==> src/rtl/fsync_pkg.sv <==
// Shared types and helpers for the serial frame synchronizer.
package fsync_pkg;

    typedef enum logic [1:0] {
        HUNT   = 2'd0,
        VERIFY = 2'd1,
        LOCK   = 2'd2
    } fsync_state_t;

    function automatic int clog2(input int value);
        int result;
        int v;
        result = 0;
        v = value - 1;
        while (v > 0) begin
            result = result + 1;
            v = v >> 1;
        end
        return result;
    endfunction

endpackage

==> src/rtl/sync_word_match.sv <==
// Sliding-window sync word detector; match reflects the window including the current bit x.
module sync_word_match
    import fsync_pkg::*;
#(
    parameter int               SYNC_W    = 4,
    parameter logic [SYNC_W-1:0] SYNC_WORD = 4'b0110
) (
    input  logic clk,
    input  logic reset,
    input  logic x,
    input  logic x_valid,
    output logic match
);

    localparam int FW = clog2(SYNC_W) + 1;
    localparam logic [FW-1:0] FILL_MAX = FW'(SYNC_W - 1);

    logic [SYNC_W-2:0] shreg;
    logic [FW-1:0]     fill;
    logic [SYNC_W-1:0] window;

    assign window = {shreg, x};

    always_ff @(posedge clk or negedge reset) begin
        if (!reset) begin
            shreg <= '0;
            fill  <= '0;
        end else if (x_valid) begin
            shreg <= window[SYNC_W-2:0];
            if (fill != FILL_MAX) begin
                fill <= fill + 1'b1;
            end
        end
    end

    // Fill qualification keeps the cleared shift register from matching an all-zero word.
    assign match = (fill == FILL_MAX) && (window == SYNC_WORD);

endmodule

==> src/rtl/frame_sync_ctrl.sv <==
// Frame synchronizer: hunts for the sync word, verifies its spacing, then tracks frames in lock.
//
// state  | meaning
// HUNT   | searching every valid bit for the sync word
// VERIFY | sync found; checking it repeats every FRAME_LEN bits
// LOCK   | framed; payload bits qualified, isolated sync misses tolerated
module frame_sync_ctrl
    import fsync_pkg::*;
#(
    parameter int                SYNC_W    = 4,
    parameter logic [SYNC_W-1:0] SYNC_WORD = 4'b0110,
    parameter int                FRAME_LEN = 8,
    parameter int                LOCK_CNT  = 3,
    parameter int                LOSS_CNT  = 2
) (
    input  logic       clk,
    input  logic       reset,
    input  logic       x,
    input  logic       x_valid,
    output logic       lock,
    output logic       frame_start,
    output logic       sync_err,
    output logic       data_valid,
    output logic       data_out,
    output logic [1:0] state
);

    localparam int BW = clog2(FRAME_LEN);
    localparam int GW = clog2(LOCK_CNT + 1);
    localparam int MW = clog2(LOSS_CNT + 1);

    localparam logic [BW-1:0] LAST_BIT  = BW'(FRAME_LEN - 1);
    localparam logic [BW-1:0] PAY_LAST  = BW'(FRAME_LEN - SYNC_W - 1);
    localparam logic [GW-1:0] GOOD_LOCK = GW'(LOCK_CNT);
    localparam logic [MW-1:0] MISS_DROP = MW'(LOSS_CNT);

    fsync_state_t  state_q, state_d;
    logic [BW-1:0] bitcnt_q, bitcnt_d;
    logic [GW-1:0] good_q, good_d;
    logic [MW-1:0] miss_q, miss_d;
    logic          frame_start_d, sync_err_d, data_valid_d, data_out_d;
    logic          match;
    logic          exp_sync;

    sync_word_match #(
        .SYNC_W    (SYNC_W),
        .SYNC_WORD (SYNC_WORD)
    ) u_match (
        .clk     (clk),
        .reset   (reset),
        .x       (x),
        .x_valid (x_valid),
        .match   (match)
    );

    assign exp_sync = (bitcnt_q == LAST_BIT);

    always_comb begin
        state_d       = state_q;
        bitcnt_d      = bitcnt_q;
        good_d        = good_q;
        miss_d        = miss_q;
        frame_start_d = 1'b0;
        sync_err_d    = 1'b0;
        data_valid_d  = 1'b0;
        data_out_d    = 1'b0;

        if (x_valid) begin
            bitcnt_d = exp_sync ? '0 : bitcnt_q + 1'b1;
            case (state_q)
                HUNT: begin
                    if (match) begin
                        state_d  = VERIFY;
                        good_d   = GW'(1);
                        bitcnt_d = '0;
                    end
                end
                VERIFY: begin
                    if (exp_sync) begin
                        if (match) begin
                            good_d = good_q + GW'(1);
                            if (good_q + GW'(1) == GOOD_LOCK) begin
                                state_d       = LOCK;
                                miss_d        = '0;
                                frame_start_d = 1'b1;
                            end
                        end else begin
                            state_d = HUNT;
                            good_d  = '0;
                        end
                    end
                end
                LOCK: begin
                    if (bitcnt_q <= PAY_LAST) begin
                        data_valid_d = 1'b1;
                        data_out_d   = x;
                    end
                    if (exp_sync) begin
                        if (match) begin
                            frame_start_d = 1'b1;
                            miss_d        = '0;
                        end else begin
                            sync_err_d = 1'b1;
                            if (miss_q + MW'(1) == MISS_DROP) begin
                                state_d = HUNT;
                                good_d  = '0;
                                miss_d  = '0;
                            end else begin
                                miss_d = miss_q + MW'(1);
                            end
                        end
                    end
                end
                default: begin
                    state_d = HUNT;
                end
            endcase
        end
    end

    always_ff @(posedge clk or negedge reset) begin
        if (!reset) begin
            state_q     <= HUNT;
            bitcnt_q    <= '0;
            good_q      <= '0;
            miss_q      <= '0;
            lock        <= 1'b0;
            frame_start <= 1'b0;
            sync_err    <= 1'b0;
            data_valid  <= 1'b0;
            data_out    <= 1'b0;
        end else begin
            state_q     <= state_d;
            bitcnt_q    <= bitcnt_d;
            good_q      <= good_d;
            miss_q      <= miss_d;
            lock        <= (state_d == LOCK);
            frame_start <= frame_start_d;
            sync_err    <= sync_err_d;
            data_valid  <= data_valid_d;
            data_out    <= data_out_d;
        end
    end

    assign state = state_q;

endmodule
==> config.mk <==
export PLATFORM = sky130hd
export DESIGN_NAME = frame_sync_ctrl
export DESIGN_NICKNAME = d
export VERILOG_FILES = /design/src/rtl/fsync_pkg.sv /design/src/rtl/sync_word_match.sv /design/src/rtl/frame_sync_ctrl.sv
export SDC_FILE = /design/constraint.sdc
export NUM_CORES = 1
export LEC_CHECK = 0
export ABC_CLOCK_PERIOD_IN_PS = 3400
export CAP_MARGIN = 40
export CORE_ASPECT_RATIO = 0.75
export CORE_UTILIZATION = 62
export CTS_BUF_LIST = sky130_fd_sc_hd__clkbuf_4
export DETAILED_ROUTE_END_ITERATION = 10
export PLACE_DENSITY = 0.91
export SKIP_CTS_REPAIR_TIMING = 1
export SLEW_MARGIN = 10
export SYNTH_ARGS = -nofsm -noshare
export SYNTH_HDL_FRONTEND = slang
export SYNTH_HIERARCHICAL = 1
export SYNTH_SLANG_ARGS = --single-unit
==> constraint.sdc <==
create_clock -name clk -period 3.4 [get_ports clk]
set_input_delay 0.85 -clock clk [delete_from_list [all_inputs] [get_ports clk]]
set_output_delay 0.85 -clock clk [all_outputs]
set_load 0.1 [all_outputs]
== Word-level counts from Yosys, hierarchy flattened ==
Index checks and enable logic that the tools add are counted.

* Memories kept: 0
* Bits in registers: 20
* RAM bits: 0
* Output and inout port bits: 7
* Bits in latches: 0
* ROM bits: 0

* Equality and inequality tests: 16
* Reduce and logical (&&, ||, !) cells: 7
* Muxes and demuxes: 43
* Multipliers: 0
* $lt $le $gt $ge: 1
* Div/mod/pow operators: 0
* Add/sub/neg operators: 4
* Shift-type cells: 0
* Bitwise operators: 0

{| class="wikitable"
|+ Operators by type and width
! kind !! count
|-
| 2-to-1 mux 2 bit || 20
|-
| 2-to-1 mux 1 bit || 16
|-
| != test 2 bit (second input constant) || 7
|-
| one-hot mux 2 bit (3 select lines) || 2
|-
| 2-to-1 mux 3 bit || 3
|-
| == test 2 bit (second input constant) || 4
|-
| AND reduction 7 bit || 1
|-
| adder 3 x 1 -> 3 bit (second input constant) || 2
|-
| AND reduction 6 bit || 1
|-
| adder 2 x 1 -> 2 bit (second input constant) || 2
|-
| == test 4 x 3 -> 1 bit (second input constant) || 1
|-
| one-hot mux 2 bit (2 select lines) || 1
|-
| == test 3 x 2 -> 1 bit (second input constant) || 1
|-
| == test 3 bit (second input constant) || 1
|-
| less-or-equal comparator 3 x 2 -> 1 bit (second input constant) || 1
|-
| != test 3 x 2 -> 1 bit (second input constant) || 1
|-
| nonzero test 3 bit || 1
|-
| == test 2 x 1 -> 1 bit (second input constant) || 1
|-
| zero test 2 bit || 1
|-
| one-hot mux 1 bit (2 select lines) || 1
|-
| AND reduction 2 bit || 1
|-
| nonzero test 2 bit || 1
|-
| logical AND 1 bit || 1
|}

== Depth between registers and ports, before layout ==
Gate-level depths: netlist of the first run.

* Word-level depth: 8
* Gate-level depth with buffers: 9
* Mapped depth without buffers: 8

== By module ==
The synthesis of the first run kept the hierarchy.

{| class="wikitable"
|+ By module, submodules not included
! module !! cells an instance !! area an instance (sq um) !! times used
|-
| frame_sync_ctrl || 79 || 847.1 || 1
|-
| sync_word_match || 18 || 267.8 || 1
|}

== Worst setup path before layout of the first run ==
OpenSTA, ideal clock, no wires.

* Path type: register to register
* From: reg state_q[0], in the netlist state[0]
* To: reg good_q[1]
* Path slack: 0.935 ns
* Stages on the path, launching flop included: 7
* Arrival time: 2.340 ns
* Library setup time: 0.125 ns
* Data required time: 3.275 ns
* Cell sequence: dfrtp_1 > inv_1 > ha_1 > and2b_2 > a2111oi_4 > o21ai_2 > mux2_4

* Longest elaborated chain between the ends: 3
* Elaborated cells on any way between the ends: 11
* Classes of those cells: 7 x eq/ne; 1 x mux; 3 x reduce/logical

{| class="wikitable"
|+ RTL lines
! item !! line !! RTL
|-
| start, declared || frame_sync_ctrl.sv:37 || <nowiki>fsync_state_t state_q, state_d;</nowiki>
|-
| start signal, assigned || frame_sync_ctrl.sv:133 || <nowiki>state_q <= state_d;</nowiki>
|-
| == test 2 bit, or another cell as far along || frame_sync_ctrl.sv:70 || <nowiki>case (state_q)</nowiki>
|-
| != test 2 bit (no line) / nonzero test 3 bit (equally long branches) || -- ||
|-
| AND reduction 7 bit (no line) || -- ||
|-
| end signal, assigned || frame_sync_ctrl.sv:135 || <nowiki>good_q <= good_d;</nowiki>
|-
| end, declared || frame_sync_ctrl.sv:39 || <nowiki>logic [GW-1:0] good_q, good_d;</nowiki>
|}

Parallel ways exist; a longest one is shown, timed or not.
A chain may end at the register's enable or synchronous reset.

== Worst setup path after layout of the first run ==
* From: in x
* To: reg good_q[1]

* Longest elaborated chain between the ends: 5
* Elaborated cells on any way between the ends: 8
* Classes of those cells: 3 x eq/ne; 3 x mux; 2 x reduce/logical

{| class="wikitable"
|+ RTL lines
! item !! line !! RTL
|-
| start, declared || frame_sync_ctrl.sv:18 || <nowiki>input logic x,</nowiki>
|-
| == test 4 x 3 -> 1 bit (*) || sync_word_match.sv:37 || <nowiki>assign match = (fill == FILL_MAX) && (window == SYNC_WORD);</nowiki>
|-
| logical AND 1 bit (*) || sync_word_match.sv:37 ||
|-
| net match || frame_sync_ctrl.sv:42 || <nowiki>logic match;</nowiki>
|-
| 2-to-1 mux 2 bit || frame_sync_ctrl.sv:80 || <nowiki>if (match) begin</nowiki>
|-
| 2-to-1 mux 2 bit || frame_sync_ctrl.sv:79 || <nowiki>if (exp_sync) begin</nowiki>
|-
| one-hot mux 2 bit (3 select lines) || frame_sync_ctrl.sv:70 ||
|}

The timed path passes the listed nets; every way through them passes the cells marked *. The select of a mux whose other input is x is not followed.

==> run summary, run 1 <==
post-route cell area: 1250 um^2
H-Tree Depth: 1
Skew-Pair Late Insertion Delay: 0.31 ns
Synth Cell Area: 1115 um^2
Hold Fails Final Rpt: 0
Max Fanout on Critical Path: 11
die area: 1973 um^2
CP startpoint kind: primary input
Hold Path Class: reg -> reg
clock-pin slew on the worst setup and hold paths: 0.11 ns
Core Box Area: 1577 um^2
CP Data Required Time: 3.60 ns
Synth async-reset ratio: 100.0%
CP endpoint kind: flip-flop
met2 usage: 35.86%
outcome: completed
GRT met3 Usage: 9.412%
sw power: 241.6 uW
Max IR drop VDD: 0.0004523 V
Placer Congestion: 0.8743
Initial Util: 70.71%
Yosys warnings: 6
Cells after Synth: 97
Syn Area/Cell: 11.49 um^2
Clock Root Buffer: clkbuf_4
vias in the first global route: 694
fin crit share: 79.55%
Switching Fraction: 35.12%
clk_skew: 0.005821 ns
Yosys top cell by area: dfrtp_1
fraction of layout cells with a size suffix above 1: 22.52%
GRT Total Usage: 23.69%
transition time of the tightest slew-check pin: 0.5483 ns
GR Util met1: 29.95%
Max Cap Viol: 0
setup_tns: 0 ns
Tmin final: 2.705 ns
Combinational Power Share: 36.6%
fill cell total of the finished layout: 102
CTS tree: done
initial antenna violation count: 0
Clock Tree Buf Depth: 2
first-pass GRT wire length: 3.139 mm
io pins: 11
post-route ant nets: 0
Max-slew headroom: 63.31%
CTS Buf Count: 3
Clock Power Share: 16.4%
clock sink count: 20
Die X: 50.97 um
synth unique cells: 36
antenna cell count: 0
Die H: 38.72 um
Layout Area Growth over Synthesis: 12.12%
# port buffers: 10
FF+latch count, synth: 20
Synth top area share: 44.89%
final wirelength: 1.951 mm
Crit path largest cell delay: 0.46 ns
via count: 797
critical path type: in -> reg
LEAKAGE: 0.6088 nW
# DRC: 0
router iterations before antenna repair: 4
most used routing layer: met2
Starting DRT DRC Count: 23
Final Max Slew Viols: 0
Via density: 6.038
row cnt: 12
Layout Nets: 128
arrival time worst endpoint: 2.91 ns
sequential cell area fraction in the yosys report: 44.89%
Internal: 446.4 uW
Slowest-stage cell, CP: nor2_1
Synth Flop Type: dfrtp_1
EDFF count, synth: 0
final setup fails: 0
Power Density: 550.4 nW/um^2
Post-Place Cell Area: 1224 um^2
Post-Syn Nets: 113
GRT overflow: 0
largest net degree at the start of global routing: 12
Synth area leaders: dfrtp_1 45%, ha_1 13%, mux2_2 5.1%
DR WL/cell: 14.78 um
maximum clock rate: 0.3697 GHz
Detailed Place HPWL: 1.536 mm
crit-path cells: clkdlybuf4s50_1 -> nor2_1 -> and2b_2 -> a2111oi_4 -> o21ai_2 -> mux2_4
Flop pwr share: 47.0%
RSZ-0062 raised after global routing: false
through the flow:
stage / setup slack (ns) / total power [mW] / utilization (%) / std cells / hold WS (ns)
finish: 0.6953 / 0.6880 / 79.29 / 132 / 0.4945
global route: 0.5938 / 0.7325 / 79.29 / 132 / 0.5103
CTS: 0.7223 / 0.6953 / 79.29 / 132 / 0.5000
detailed placement: 0.3839 / 0.5805 / 77.62 / 128 / 0.4815
global placement: 0.4668 / 0.5564 / 76.90 / 127 / 0.4698
floorplan: 0.9349 / 0.5147 / - / 97 / 0.4528
final cells by class:
cell class	instances	area [um^2]	area share (%)
multi-input combinational	66	561.8	44.94
sequential	20	500.5	40.04
timing repair buffer	12	101.3	8.108
inverter	9	33.78	2.703
tap	21	26.28	2.102
clock buffer	3	22.52	1.802
clock inverter	1	3.754	0.3003
kinds of logic (layout without fill, tap and decap cells):
kind of cell / count (synthesis) / count (layout) / share of synthesized area (%)
DFF: 20 / 20 / 44.89
and+or+nand+nor: 25 / 25 / 13.13
muxes: 8 / 8 / 8.642
buffers and inverters: 11 / 25 / 4.714
AOI/OAI and AO/OA: 20 / 20 / 14.37
xor gates and xnor gates: 1 / 1 / 0.7858
adders and majority gates: 12 / 12 / 13.47
synth_stat cells (2+ instances only):
master    instances
nand2_1           4
mux2_2            5
ha_1             12
a21oi_1           4
o21ai_0           4
mux2_4            2
nand2b_1          2
dfrtp_1          20
and2_1            4
inv_1             9
nor2_1            6
worst max-delay path, delay by kind of cell:
| family | cells | cell delay [ns] |
|---|---|---|
| and+or+nand+nor | 2 | 0.77 |
| buffers and inverters | 1 | 0.43 |
| AOI/OAI and AO/OA | 2 | 0.54 |
| muxes | 1 | 0.31 |
placed cells by master, fill, tap and decap left out, drive strengths merged, types with 3 or more instances in the layout:
master,instances
o21ai,5
inv,9
a21oi,4
mux2,7
nand2b,3
dfrtp,20
buf,9
nand2,4
clkbuf,3
clkdlybuf4s50,3
nor2,6
ha,12
and2,4
flip-flops by register name, indices dropped and copies added (netlist names):
name           flops
data_valid         1
frame_start        1
sync_err           1
data_out           1
u_match/fill       3
miss_q             2
good_q             2
lock               1
bitcnt_q           3
state              2
u_match/shreg      3
metal layers:
layer / up-vias / part of all wire, %
met4: 0 / 0.87
li1: 371 / -
met5: - / 0
met2: 36 / 44
met3: 4 / 7.0
met1: 386 / 48
power groups by stage:
stage	logic [mW]	clock network, mW	registers [mW]
after floorplan	0.173	0	0.341
after global placement	0.232	0	0.324
after detailed placement	0.252	0	0.329
after CTS	0.253	0.119	0.323
after global routing	0.275	0.130	0.327
final	0.252	0.113	0.323
final timing paths:
kind / startpoint / to / slack (ns) / cells past startpoint
min in group asynchronous: reset / frame_start / 0.86 / 1
worst min register to register: u_match/fill[0] / u_match/fill[0] / 0.49 / 1
worst max register to register: u_match/fill[0] / good_q[1] / 0.89 / 8
max in group asynchronous: reset / u_match/fill[1] / 2.08 / 2
worst max-delay path: x / good_q[1] / 0.70 / 6
worst min-delay path: u_match/fill[0] / u_match/fill[0] / 0.49 / 1
(Power assumes the default switching activity.)
==> inputs of run 2 (changes only) <==
Settings changed: ABC_CLOCK_PERIOD_IN_PS 3400 to 2500, CORE_UTILIZATION 62 to 58, PLACE_DENSITY 0.91 to 0.86.
Clock period 3.4 ns to 2.5 ns, I/O delays scaled along.
==> run 2 against run 1 <==
Cell area is 1.6% higher; setup slack worse by 0.56 ns; critical path type is now reg -> reg; sequential power is 38% higher; routed wire length is 4.7% higher; clock power is 40% higher; largest cell class unchanged.
==> run summary, run 2 (synthesis results as in run 1) <==
outcome: completed
initial antenna violation count: 0 (unchanged)
Top Family by Delay on Critical Path: simple AND/OR/NAND/NOR gates
Initial Util: 62.88% (-7.8 points)
Final Max Slew Viols: 0 (unchanged)
Power Density: 746.0 nW/um^2 (+36%)
Layout Area Growth over Synthesis: 13.92%
Crit path top cell by count: ha_1
Clock Root Buffer: clkbuf_4
clock sink count: 20 (unchanged)
GRT Total Usage: 23.70% (about the same)
final worst slack: 0.1386 ns (-0.5567 ns)
Max Fanout on Critical Path: 4 (-7)
crit path to: good_q[1]
post-route ant nets: 0 (unchanged)
fraction of layout cells with a size suffix above 1: 24.56% (+2.0 points)
Starting DRT DRC Count: 21 (-8.7%)
Core Box Area: 1773 um^2 (+12%)
vias in the first global route: 707 (+1.9%)
commonest non-fill, non-tap cells in the layout: 20 x dfrtp_1, 12 x ha_1, 12 x buf_4, 9 x inv_1, 6 x nor2_1
CP startpoint kind: flip-flop
arrival time worst endpoint: 2.56 ns (-0.35 ns)
Layout Nets: 131 (+2.3%)
Detailed Place HPWL: 1.540 mm (+0.24%)
Max IR drop VDD: 0.0004577 V (+1.2%)
Crit path largest cell delay: 0.43 ns (-0.03 ns)
r2r setup slk: 0.14 ns (-0.75 ns)
transition time of the tightest slew-check pin: 0.3518 ns (-0.1965 ns)
maximum clock rate: 0.4235 GHz
first-pass GRT wire length: 3.360 mm (+7.0%)
row cnt: 13 (+1)
Via density: 5.809 (-3.8%)
Skew-Pair Late Insertion Delay: 0.31 ns (about the same)
post-route cell area: 1270 um^2 (+1.6%)
router iterations before antenna repair: 4 (unchanged)
Max-slew headroom: 76.55% (+13 points)
WP depth: 8 (+2)
antenna cell count: 0 (unchanged)
Die X: 52.63 um (+3.3%)
Max Cap Viol: 0 (unchanged)
# port buffers: 10 (unchanged)
Slowest-stage cell, CP: dfrtp_1
fin crit share: 94.46%
reg2reg start: u_match/fill[0]
H-Tree Depth: 1 (unchanged)
most common cell after layout, fill and taps aside: dfrtp_1
RSZ-0062 raised after global routing: false
Top Registers: bitcnt_q: 3 flops, u_match/fill: 3 flops, u_match/shreg: 3 flops
via count: 790 (-0.88%)
final setup fails: 0 (unchanged)
GRT overflow: 0 (unchanged)
Tmin final: 2.361 ns
# DRC: 0 (unchanged)
Hold Path Class: reg -> reg
DR WL/cell: 15.02 um (+1.6%)
CTS Buf Count: 3 (unchanged)
Placer Congestion: 0.8542 (-2.3%)
final wirelength: 2.043 mm (+4.7%)
die area: 2103 um^2 (+6.6%)
Post-Place Cell Area: 1244 um^2 (+1.6%)
crit-path cells: ha_1 -> ha_1 -> nand4b_1 -> nor2_1 -> or3b_4 -> a2111oi_4 -> o21ai_2 -> mux2_4
Hold Fails Final Rpt: 0 (unchanged)
clk_skew: 0.01063 ns (+0.004809 ns)
clock-pin slew on the worst setup and hold paths: 0.11 ns (about the same)
Worst Setup SP: u_match/fill[0]
io pins: 11 (unchanged)
r2r endpoint: good_q[1]
LEAKAGE: 0.6219 nW (+2.2%)
crit path buf inv count: 0 (-1)
R2R cell count: 8 (unchanged)
largest net degree at the start of global routing: 21 (+9)
Clock Tree Buf Depth: 2 (unchanged)
setup_tns: 0 ns (unchanged)
CTS tree: done
critical path type: reg -> reg
CP Data Required Time: 2.70 ns (-0.90 ns)
CP endpoint kind: flip-flop
Die H: 39.97 um (+3.2%)
Post-Place Setup Slack: -0.07284 ns (-0.4567 ns)
run 2: power by group:
part	total, mW	internal [mW]	switching, mW
sequential	0.446	0.392	0.0544
combinational	0.343	0.159	0.184
clock	0.158	0.0584	0.0997
total	0.947	0.610	0.338
run 2: area by class of cell:
cell class | instances | area, um^2
clock inverter | 1 | 3.754
fill | 120 | 503.0
inverter | 9 | 33.78
multi-input combinational | 66 | 561.8
tap | 22 | 27.53
timing repair buffer | 15 | 120.1
clock buffer | 3 | 22.52
sequential | 20 | 500.5
run 2: metal layers:
metal | track usage [%] | wire (um)
met5 | 0 | 0
met4 | 8.553 | 17
met3 | 7.955 | 117
met2 | 37.34 | 954
met1 | 30.81 | 953
run 2: how the worst min path moves through the flow:
stage	start	endpoint	slack, ns	cells after the start
floorplan	reset	bitcnt_q[0]	0.33	0
global placement	u_match/fill[0]	u_match/fill[0]	0.47	1
detailed placement	u_match/fill[0]	u_match/fill[0]	0.49	1
CTS	u_match/fill[0]	u_match/fill[0]	0.51	1
global route	u_match/fill[0]	u_match/fill[0]	0.53	1
finish	u_match/shreg[2]	u_match/shreg[2]	0.51	1
run 2: worst reg2reg max path, stage by stage (launching register included):
cell and delay (ns):
dfrtp_1 0.43, ha_1 0.23, ha_1 0.20, nand4b_1 0.10
nor2_1 0.08, or3b_4 0.42, a2111oi_4 0.38, o21ai_2 0.11
mux2_4 0.30
run 2: per-stage QoR:
stage	total power [mW]	std cells	hold slack, ns	util (%)
3_3_place_gp	0.7573	132	0.4733	70.15
3_5_place_dp	0.7927	132	0.4919	70.15
2_1_floorplan	0.7000	97	0.3294	-
6_report	0.9474	136	0.5125	71.63
4_1_cts	0.9501	136	0.5123	71.63
5_1_grt	1.011	136	0.5258	71.63
